$ cat src/rtl/fifo_pkg.sv
// Shared definitions for the FIFO family: read-mode encodings and sizing helpers.
package fifo_pkg;

    typedef enum logic {
        FWFT_REGISTERED = 1'b0,
        FWFT_FALLTHRU   = 1'b1
    } fwft_mode_e;

    localparam int FWFT_MODE_REG  = 0;
    localparam int FWFT_MODE_FALL = 1;

    function automatic int fifo_depth(input int size);
        return 2 ** size;
    endfunction

    function automatic int fifo_cnt_w(input int size);
        return size + 1;
    endfunction

endpackage

$ cat src/rtl/fifo_ram.sv
// Simple dual-port storage: synchronous write, combinational read.
module fifo_ram #(
    parameter int BITS = 8,
    parameter int SIZE = 4
) (
    input  logic            clk,
    input  logic            i_we,
    input  logic [SIZE-1:0] i_waddr,
    input  logic [BITS-1:0] i_wdata,
    input  logic [SIZE-1:0] i_raddr,
    output logic [BITS-1:0] o_rdata
);

    logic [BITS-1:0] r_mem [2**SIZE];

    // NOTE: storage has no reset; the control logic alone decides which words are valid.
    always_ff @(posedge clk) begin
        if (i_we) r_mem[i_waddr] <= i_wdata;
    end

    assign o_rdata = r_mem[i_raddr];

endmodule

$ cat src/rtl/fifo_sync_lvl.sv
// Synchronous FIFO with level flags, sticky error flags, flush and selectable FWFT read.
module fifo_sync_lvl
    import fifo_pkg::*;
#(
    parameter int BITS       = 8,
    parameter int SIZE       = 4,
    parameter int AFULL_LVL  = 2**SIZE - 2,
    parameter int AEMPTY_LVL = 2,
    parameter int FWFT       = FWFT_MODE_REG
) (
    input  logic            clk,
    input  logic            rst,
    input  logic [BITS-1:0] wdata,
    input  logic            wr,
    input  logic            rd,
    input  logic            flush,
    input  logic            clr_err,
    output logic [BITS-1:0] rdata,
    output logic            rvalid,
    output logic            full,
    output logic            empty,
    output logic            afull,
    output logic            aempty,
    output logic [SIZE:0]   count,
    output logic            overflow,
    output logic            underflow
);

    localparam int DEPTH = fifo_depth(SIZE);
    localparam int CNT_W = fifo_cnt_w(SIZE);

    localparam logic [CNT_W-1:0] C_DEPTH  = CNT_W'(DEPTH);
    localparam logic [CNT_W-1:0] C_AFULL  = CNT_W'(AFULL_LVL);
    localparam logic [CNT_W-1:0] C_AEMPTY = CNT_W'(AEMPTY_LVL);

    logic [SIZE-1:0]  r_wptr, r_rptr;
    logic [CNT_W-1:0] r_count, w_count_nxt;
    logic             r_full, r_empty, r_afull, r_aempty;
    logic             r_overflow, r_underflow;
    logic             w_wr_acc, w_rd_acc;
    logic             w_ovf_evt, w_udf_evt;
    logic [BITS-1:0]  w_ram_rdata;

    // NOTE: every combinational output gets a default first so no latch can be inferred.
    always_comb begin
        w_rd_acc    = rd && !r_empty && !flush;
        w_wr_acc    = wr && (!r_full || w_rd_acc) && !flush;
        w_ovf_evt   = wr && r_full && !w_rd_acc && !flush;
        w_udf_evt   = rd && r_empty && !flush;
        w_count_nxt = r_count;
        if (flush)
            w_count_nxt = '0;
        else if (w_wr_acc && !w_rd_acc)
            w_count_nxt = r_count + CNT_W'(1);
        else if (w_rd_acc && !w_wr_acc)
            w_count_nxt = r_count - CNT_W'(1);
    end

    // Flags are derived from the next count so they line up with count every cycle.
    // NOTE: clocked state uses non-blocking assignments only.
    always_ff @(posedge clk or negedge rst) begin
        if (!rst) begin
            r_wptr   <= '0;
            r_rptr   <= '0;
            r_count  <= '0;
            r_full   <= 1'b0;
            r_empty  <= 1'b1;
            r_afull  <= 1'b0;
            r_aempty <= 1'b1;
        end else begin
            if (flush) begin
                r_wptr <= '0;
                r_rptr <= '0;
            end else begin
                if (w_wr_acc) r_wptr <= r_wptr + SIZE'(1);
                if (w_rd_acc) r_rptr <= r_rptr + SIZE'(1);
            end
            r_count  <= w_count_nxt;
            r_full   <= (w_count_nxt == C_DEPTH);
            r_empty  <= (w_count_nxt == '0);
            r_afull  <= (w_count_nxt >= C_AFULL);
            r_aempty <= (w_count_nxt <= C_AEMPTY);
        end
    end

    // A new error event wins over clr_err in the same cycle.
    always_ff @(posedge clk or negedge rst) begin
        if (!rst) begin
            r_overflow  <= 1'b0;
            r_underflow <= 1'b0;
        end else begin
            if (w_ovf_evt)    r_overflow  <= 1'b1;
            else if (clr_err) r_overflow  <= 1'b0;
            if (w_udf_evt)    r_underflow <= 1'b1;
            else if (clr_err) r_underflow <= 1'b0;
        end
    end

    fifo_ram #(
        .BITS (BITS),
        .SIZE (SIZE)
    ) u_ram (
        .clk     (clk),
        .i_we    (w_wr_acc),
        .i_waddr (r_wptr),
        .i_wdata (wdata),
        .i_raddr (r_rptr),
        .o_rdata (w_ram_rdata)
    );

    generate
        if (FWFT == FWFT_MODE_FALL) begin : g_fwft
            // Head word shown directly; forced to zero while empty so reset reads 0.
            assign rdata  = r_empty ? '0 : w_ram_rdata;
            assign rvalid = !r_empty;
        end else begin : g_reg
            logic [BITS-1:0] r_rdata;
            logic            r_rvalid;

            always_ff @(posedge clk or negedge rst) begin
                if (!rst) begin
                    r_rdata  <= '0;
                    r_rvalid <= 1'b0;
                end else begin
                    r_rvalid <= w_rd_acc;
                    if (w_rd_acc) r_rdata <= w_ram_rdata;
                end
            end

            assign rdata  = r_rdata;
            assign rvalid = r_rvalid;
        end
    endgenerate

    assign count     = r_count;
    assign full      = r_full;
    assign empty     = r_empty;
    assign afull     = r_afull;
    assign aempty    = r_aempty;
    assign overflow  = r_overflow;
    assign underflow = r_underflow;

endmodule

$ cat config.mk
export PLATFORM = sky130hd
export DESIGN_NAME = fifo_sync_lvl
export DESIGN_NICKNAME = d
export VERILOG_FILES = /design/src/rtl/fifo_pkg.sv /design/src/rtl/fifo_ram.sv /design/src/rtl/fifo_sync_lvl.sv
export SDC_FILE = /design/constraint.sdc
export NUM_CORES = 1
export LEC_CHECK = 0
export ABC_AREA = 1
export BUFFER_PORTS_ARGS = -buffer_cell sky130_fd_sc_hd__buf_2
export CAP_MARGIN = 10
export CORE_ASPECT_RATIO = 2
export CORE_UTILIZATION = 50
export DETAILED_ROUTE_END_ITERATION = 10
export GPL_TIMING_DRIVEN = 0
export MAX_ROUTING_LAYER = met4
export PLACE_DENSITY = 0.67
export REMOVE_ABC_BUFFERS = 1
export SYNTH_ARGS = -nofsm -noshare
export SYNTH_HDL_FRONTEND = slang
export SYNTH_SLANG_ARGS = --single-unit
$ cat constraint.sdc
create_clock -name clk -period 2.7 [get_ports clk]
set_clock_uncertainty 0.05 [all_clocks]
set_input_delay 0.54 -clock clk [delete_from_list [all_inputs] [get_ports clk]]
set_output_delay 0.54 -clock clk [all_outputs]
set_load 0.05 [all_outputs]
Yosys cells after proc, flatten, opt, wreduce, memory -nomap -nowiden
Memory sizes are Yosys's and may differ from the RTL's. A register that Yosys moved wholly into a read port is not among the register bits.
Cells that the tools add are included.
- logic and storage cells: 53
- output and inout port bits: 20
- bits in registers: 20
- input bits: 14
- memories: 1
- bits in latches: 0
- bits in read-only memories: 0
- bits in writable memories: 128
- bitwise logic cells: 0
- shift-type cells: 0
- multiplexer cells: 12
- div/mod/pow operators: 0
- reductions and logical operators: 23
- eq/ne operators: 1
- $lt $le $gt $ge: 2
- add/sub/neg operators: 4
- $mul: 0
- memory list (memory ; depth ; width ; rd ports ; clocked after memory_dff ; wr ports ; line ; text):
    u_ram.r_mem ; 16 ; 8 ; 1 ; 1 ; 1 ; fifo_ram.sv:14 ; logic [BITS-1:0] r_mem [2**SIZE];
- operator list (cell ; count):
    two-way mux 4 bit ; 4
    two-way mux 5 bit ; 3
    logical AND 1 bit ; 11
    adder 4 x 1 -> 4 bit, second input constant ; 2
    nonzero test 2 bit ; 4
    logical NOT 1 bit ; 6
    adder 5 x 1 -> 5 bit, second input constant ; 1
    == test 5 bit, second input constant ; 1
    greater-or-equal comparator 5 x 4 -> 1 bit, second input constant ; 1
    <= comparator 5 x 2 -> 1 bit, second input constant ; 1
    logical NOT 5 bit ; 1
    two-way mux 1 bit ; 5
    subtractor 5 x 1 -> 5 bit, second input constant ; 1
    logical OR 1 bit ; 1

Longest topological paths before layout
- word-level depth: 12
- gate-level depth with buffers: 11
- gate-level depth less buffers: 11

Modules after synthesis
A second synthesis with hierarchy kept.
- cells, all modules: 720
- area total of the unflattened synthesis: 7041.8 um2
- modules (own cells, without submodules) (module ; instances ; cells each ; sequential area each (um2) ; area each (um2)):
    fifo_ram ; 1 ; 543 ; 3843.7 ; 5606.6
    fifo_sync_lvl ; 1 ; 177 ; 703.2 ; 1435.1

Least setup slack after synthesis
No wires, ideal clock.
- path kind: input port to flip-flop
- start: in flush
- end: mem u_ram.r_mem[0][0], enable pin
- data arrival time: 1599 ps
- required time: 2280 ps
- library setup time: 370 ps
- buffers on the path: 0
- stages: 7
- path slack: 681 ps
- cell sequence: inv_4 nand3_4 nand2_1 nand2_1 nor2_4 nand2_1 nor2_1
- cells in the longest elaborated chain, start to end: 7
- ends and longest elaborated chain (what ; line ; text):
    from (decl) ; fifo_sync_lvl.sv:16 ; input logic flush,
    logical NOT 1 bit (*) ; fifo_sync_lvl.sv:46, fifo_sync_lvl.sv:47 ;
    logical AND 1 bit ; fifo_sync_lvl.sv:46 ; w_rd_acc = rd && !r_empty && !flush;
    logical OR 1 bit ; fifo_sync_lvl.sv:47 ; w_wr_acc = wr && (!r_full || w_rd_acc) && !flush;
    logical AND 1 bit ; fifo_sync_lvl.sv:47 ;
    logical AND 1 bit (*) ; fifo_sync_lvl.sv:47 ;
    two-way mux 1 bit (*) ; fifo_ram.sv:18 ; if (i_we) r_mem[i_waddr] <= i_wdata;
    two-way mux 1 bit (not written as such) (*) ; fifo_ram.sv:18 ;
    to (decl) ; fifo_ram.sv:14 ;
Mark *: on every way between the ends. The rest lies on a longest branch, timed or not.

Worst setup path after layout
- start: in flush
- end: mem u_ram.r_mem[2][4], enable pin
The elaborated chain is that of the path after synthesis.

==> reports/metrics.cfg <==
[setup_path]
path_max_fanout = 16
cp_slowest_cell = nor2_1
cp_cell_sequence = buf_2 -> inv_4 -> nand3_4 -> nand2_1 -> nand2_1 -> nor2_4 -> nand2_1 -> nor2_1
cp_common_cell = nand2_1
cp-start-kind = primary input
max_stage_delay_ns = 0.72
crit_family = simple AND/OR/NAND/NOR gates
crit_path_end_kind = register
required_ns = 2.69
crit_buf_inv = 2
critPathKind = in -> reg
arrival_ns = 2.48

[grt]
antenna_found_initial = 0
globalRouteTotalUtil_pct = 23.14
grt_pass1_vias = 4276
met3_usage_pct = 3.819
grt_pass1_wl_um = 22510
grt_start_max_net_pins = 48
busiest_layer = met2
overflow = 0
use_met1_pct = 23.40
use_met2_pct = 44.19

[route]
ant_nets = 0
wl_per_cell_um = 19.16
dr.pass1.iters = 5
drtIter0Drc = 270
wl_um = 14810
num_vias = 4420
drc = 0
vias_per_cell = 5.718

[synth]
synth_top_flop_cell = edfxtp_1
yosysMostFrequentCell = nand2_1
synth-edff-count = 128
synthTopCellsByArea = edfxtp_1 59%, dfrtp_1 9.9%, nand2_1 7.9%
synth_top_area_cell = edfxtp_1
ys_types = 32
synth_top_area_share_pct = 58.72
netlist_instances = 580
syn_area_um2 = 6546
synth-seq-cells = 156
synth_seq_area_share_pct = 69.46
synthArstFlopShare_pct = 17.95
syn_avg_cell_area_um2 = 11.29
ys.warnings.count = 0
synthTopCellsByCount = 137 x nand2_1, 128 x edfxtp_1, 77 x nor2_1

[clock_network]
cts_tree = built
clk_pin_slew_ns = 0.06
cts_buffers = 17
h-tree-depth = 4
clock_sinks = 156
clockBufferDepth = 2
cts_root_buf = clkbuf_16
worstSkewPairLatency_ns = 0.42
cts_setup_buffers = 0

[sta]
slew_violations = 0
rsz0062_at_grt = no
whs_ns = 0.1338
setup_viol = 0
clock.fmax_mhz = 401.0
slew_headroom_pct = 29.78
worst_pin_slew_ns = 1.049
hold_viol_final = 0
fin_crit_ns = 2.494
fin_crit_sh_pct = 92.37

[run]
drv_cap = 0

[placed_design]
dpl.hpwl_um = 9819
place_congestion = 0.8135
io_buffers = 33

[power_and_ir_drop]
cellPowerDensity_nw_per_um2 = 884.2
finalPower_mw = 6.622
p_leak_nw = 2.870
peakVddDrop_mv = 0.6019

[final_layout]
regArea_um2 = 4548
syn2layout_area_growth_pct = 14.41
antenna_cells = 0
multi_input_area_um2 = 1788
fin_nets = 631
drive_above_1_share_pct = 12.84
fillers = 991

[floorplan]
pin_count = 34
rows = 58
core_um2 = 12700
fp.dieH_um = 163.8
die_area_um2 = 13580
die_w_um = 82.91
start_util_pct = 51.55

[run_status]
status = completed

[hold_path]
hold_path_class = in -> async

[flip-flops by register name (all words and copies together), names as in the netlist]
signal	cells
u_ram.r_mem	128
rdata	8
count	5
r_rptr	4
r_wptr	4
aempty	1
afull	1
empty	1
full	1
overflow	1
rvalid	1
underflow	1
[worst paths after layout]
| kind | start | endpoint | slack [ns] | cells past startpoint |
|---|---|---|---|---|
| worst max-delay path | flush | u_ram.r_mem[2][4]$_DFFE_PP_ | 0.21 | 8 |
| worst min-delay path | rst | overflow$_DFFE_PN0P_ | 0.13 | 1 |
| worst max register to register | r_rptr[0]$_DFFE_PN0P_ | rdata[7]$_DFFE_PN0P_ | 0.22 | 9 |
| worst min register to register | rdata[3]$_DFFE_PN0P_ | rdata[3]$_DFFE_PN0P_ | 0.42 | 2 |
| max in group asynchronous | rst | r_rptr[0]$_DFFE_PN0P_ | 1.96 | 1 |
| min in group clk | clr_err | overflow$_DFFE_PN0P_ | 0.27 | 2 |
[kinds of logic after synthesis]
kind of cell / after synthesis / share of synthesized area, %
compound gates: 110 / 9.442
xor+xnor: 2 / 0.2676
fa+ha+maj: 7 / 1.338
buf+inv: 52 / 3.268
flops: 156 / 69.46
simple gates: 253 / 16.23
[layer usage]
metal | wire, um | vias up | part of all wire, %
li1 | - | 2065 | -
met4 | 292 | 0 | 2.0
met5 | 0 | - | 0
met2 | 8576 | 150 | 58
met1 | 5312 | 2181 | 36
met3 | 627 | 24 | 4.2
[timing repair]
action,CTS,global route
gates resized for setup,0,1
setup endpoints to repair,0,2
hold buffers,0,0
[cells in the final DEF, fill, tap and decap left out, types with 2 or more instances in the layout]
master,instances
a21boi_0,16
a21oi_1,18
buf_12,2
buf_2,33
bufinv_16,6
clkbuf_16,17
clkinv_1,4
clkinv_2,2
clkinvlp_4,3
dfrtp_1,25
dfstp_2,2
edfxtp_1,128
ha_1,7
inv_1,24
inv_2,2
nand2_1,136
nand2_2,3
nand3_1,22
nand3b_1,2
nand4_1,2
nor2_1,77
nor2_4,3
nor3_1,4
o21ai_0,58
o22ai_1,16
[metrics by stage]
step / cell area [um2] / setup slack [ns] / utilization, % / cells / TNS [ns]
2_1_floorplan: 6440 / -0.2515 / - / 556 / -2.133
3_3_place_gp: 6793 / -2.011 / 53.49 / 739 / -37.61
3_5_place_dp: 6834 / -0.2409 / 53.81 / 741 / -23.93
4_1_cts: 7487 / 0.06728 / 58.96 / 773 / 0
5_1_grt: 7490 / 0.03122 / 58.98 / 773 / 0
6_report: 7490 / 0.2061 / 58.98 / 773 / 0
[cell type report]
| cell class | count | area share [%] |
|---|---|---|
| Inverter | 28 | 1.437 |
| Clock inverter | 14 | 2.990 |
| Multi-Input combinational cell | 372 | 23.87 |
| Timing Repair Buffer | 35 | 2.740 |
| Clock buffer | 18 | 5.730 |
| Tap cell | 150 | 2.506 |
| Sequential cell | 156 | 60.73 |
[worst register-to-register path: stages (launching register included)]
cell and delay (ns):
dfrtp_2 0.55, buf_12 0.25, inv_2 0.46, buf_12 0.27, o21ai_0 0.11, o22ai_1 0.23, nand2_1 0.08, nand2_1 0.17
nand3_1 0.13, nand2_1 0.10
[report_power, final]
| part | total (mW) | internal [mW] | switching (mW) | leakage [nW] |
|---|---|---|---|---|
| clock | 2.62 | 1.72 | 0.903 | 0.308 |
| combinational | 1.17 | 0.299 | 0.870 | 1.05 |
| sequential | 2.83 | 2.73 | 0.102 | 1.51 |
Note: power is estimated with default switching activity, not from simulation.
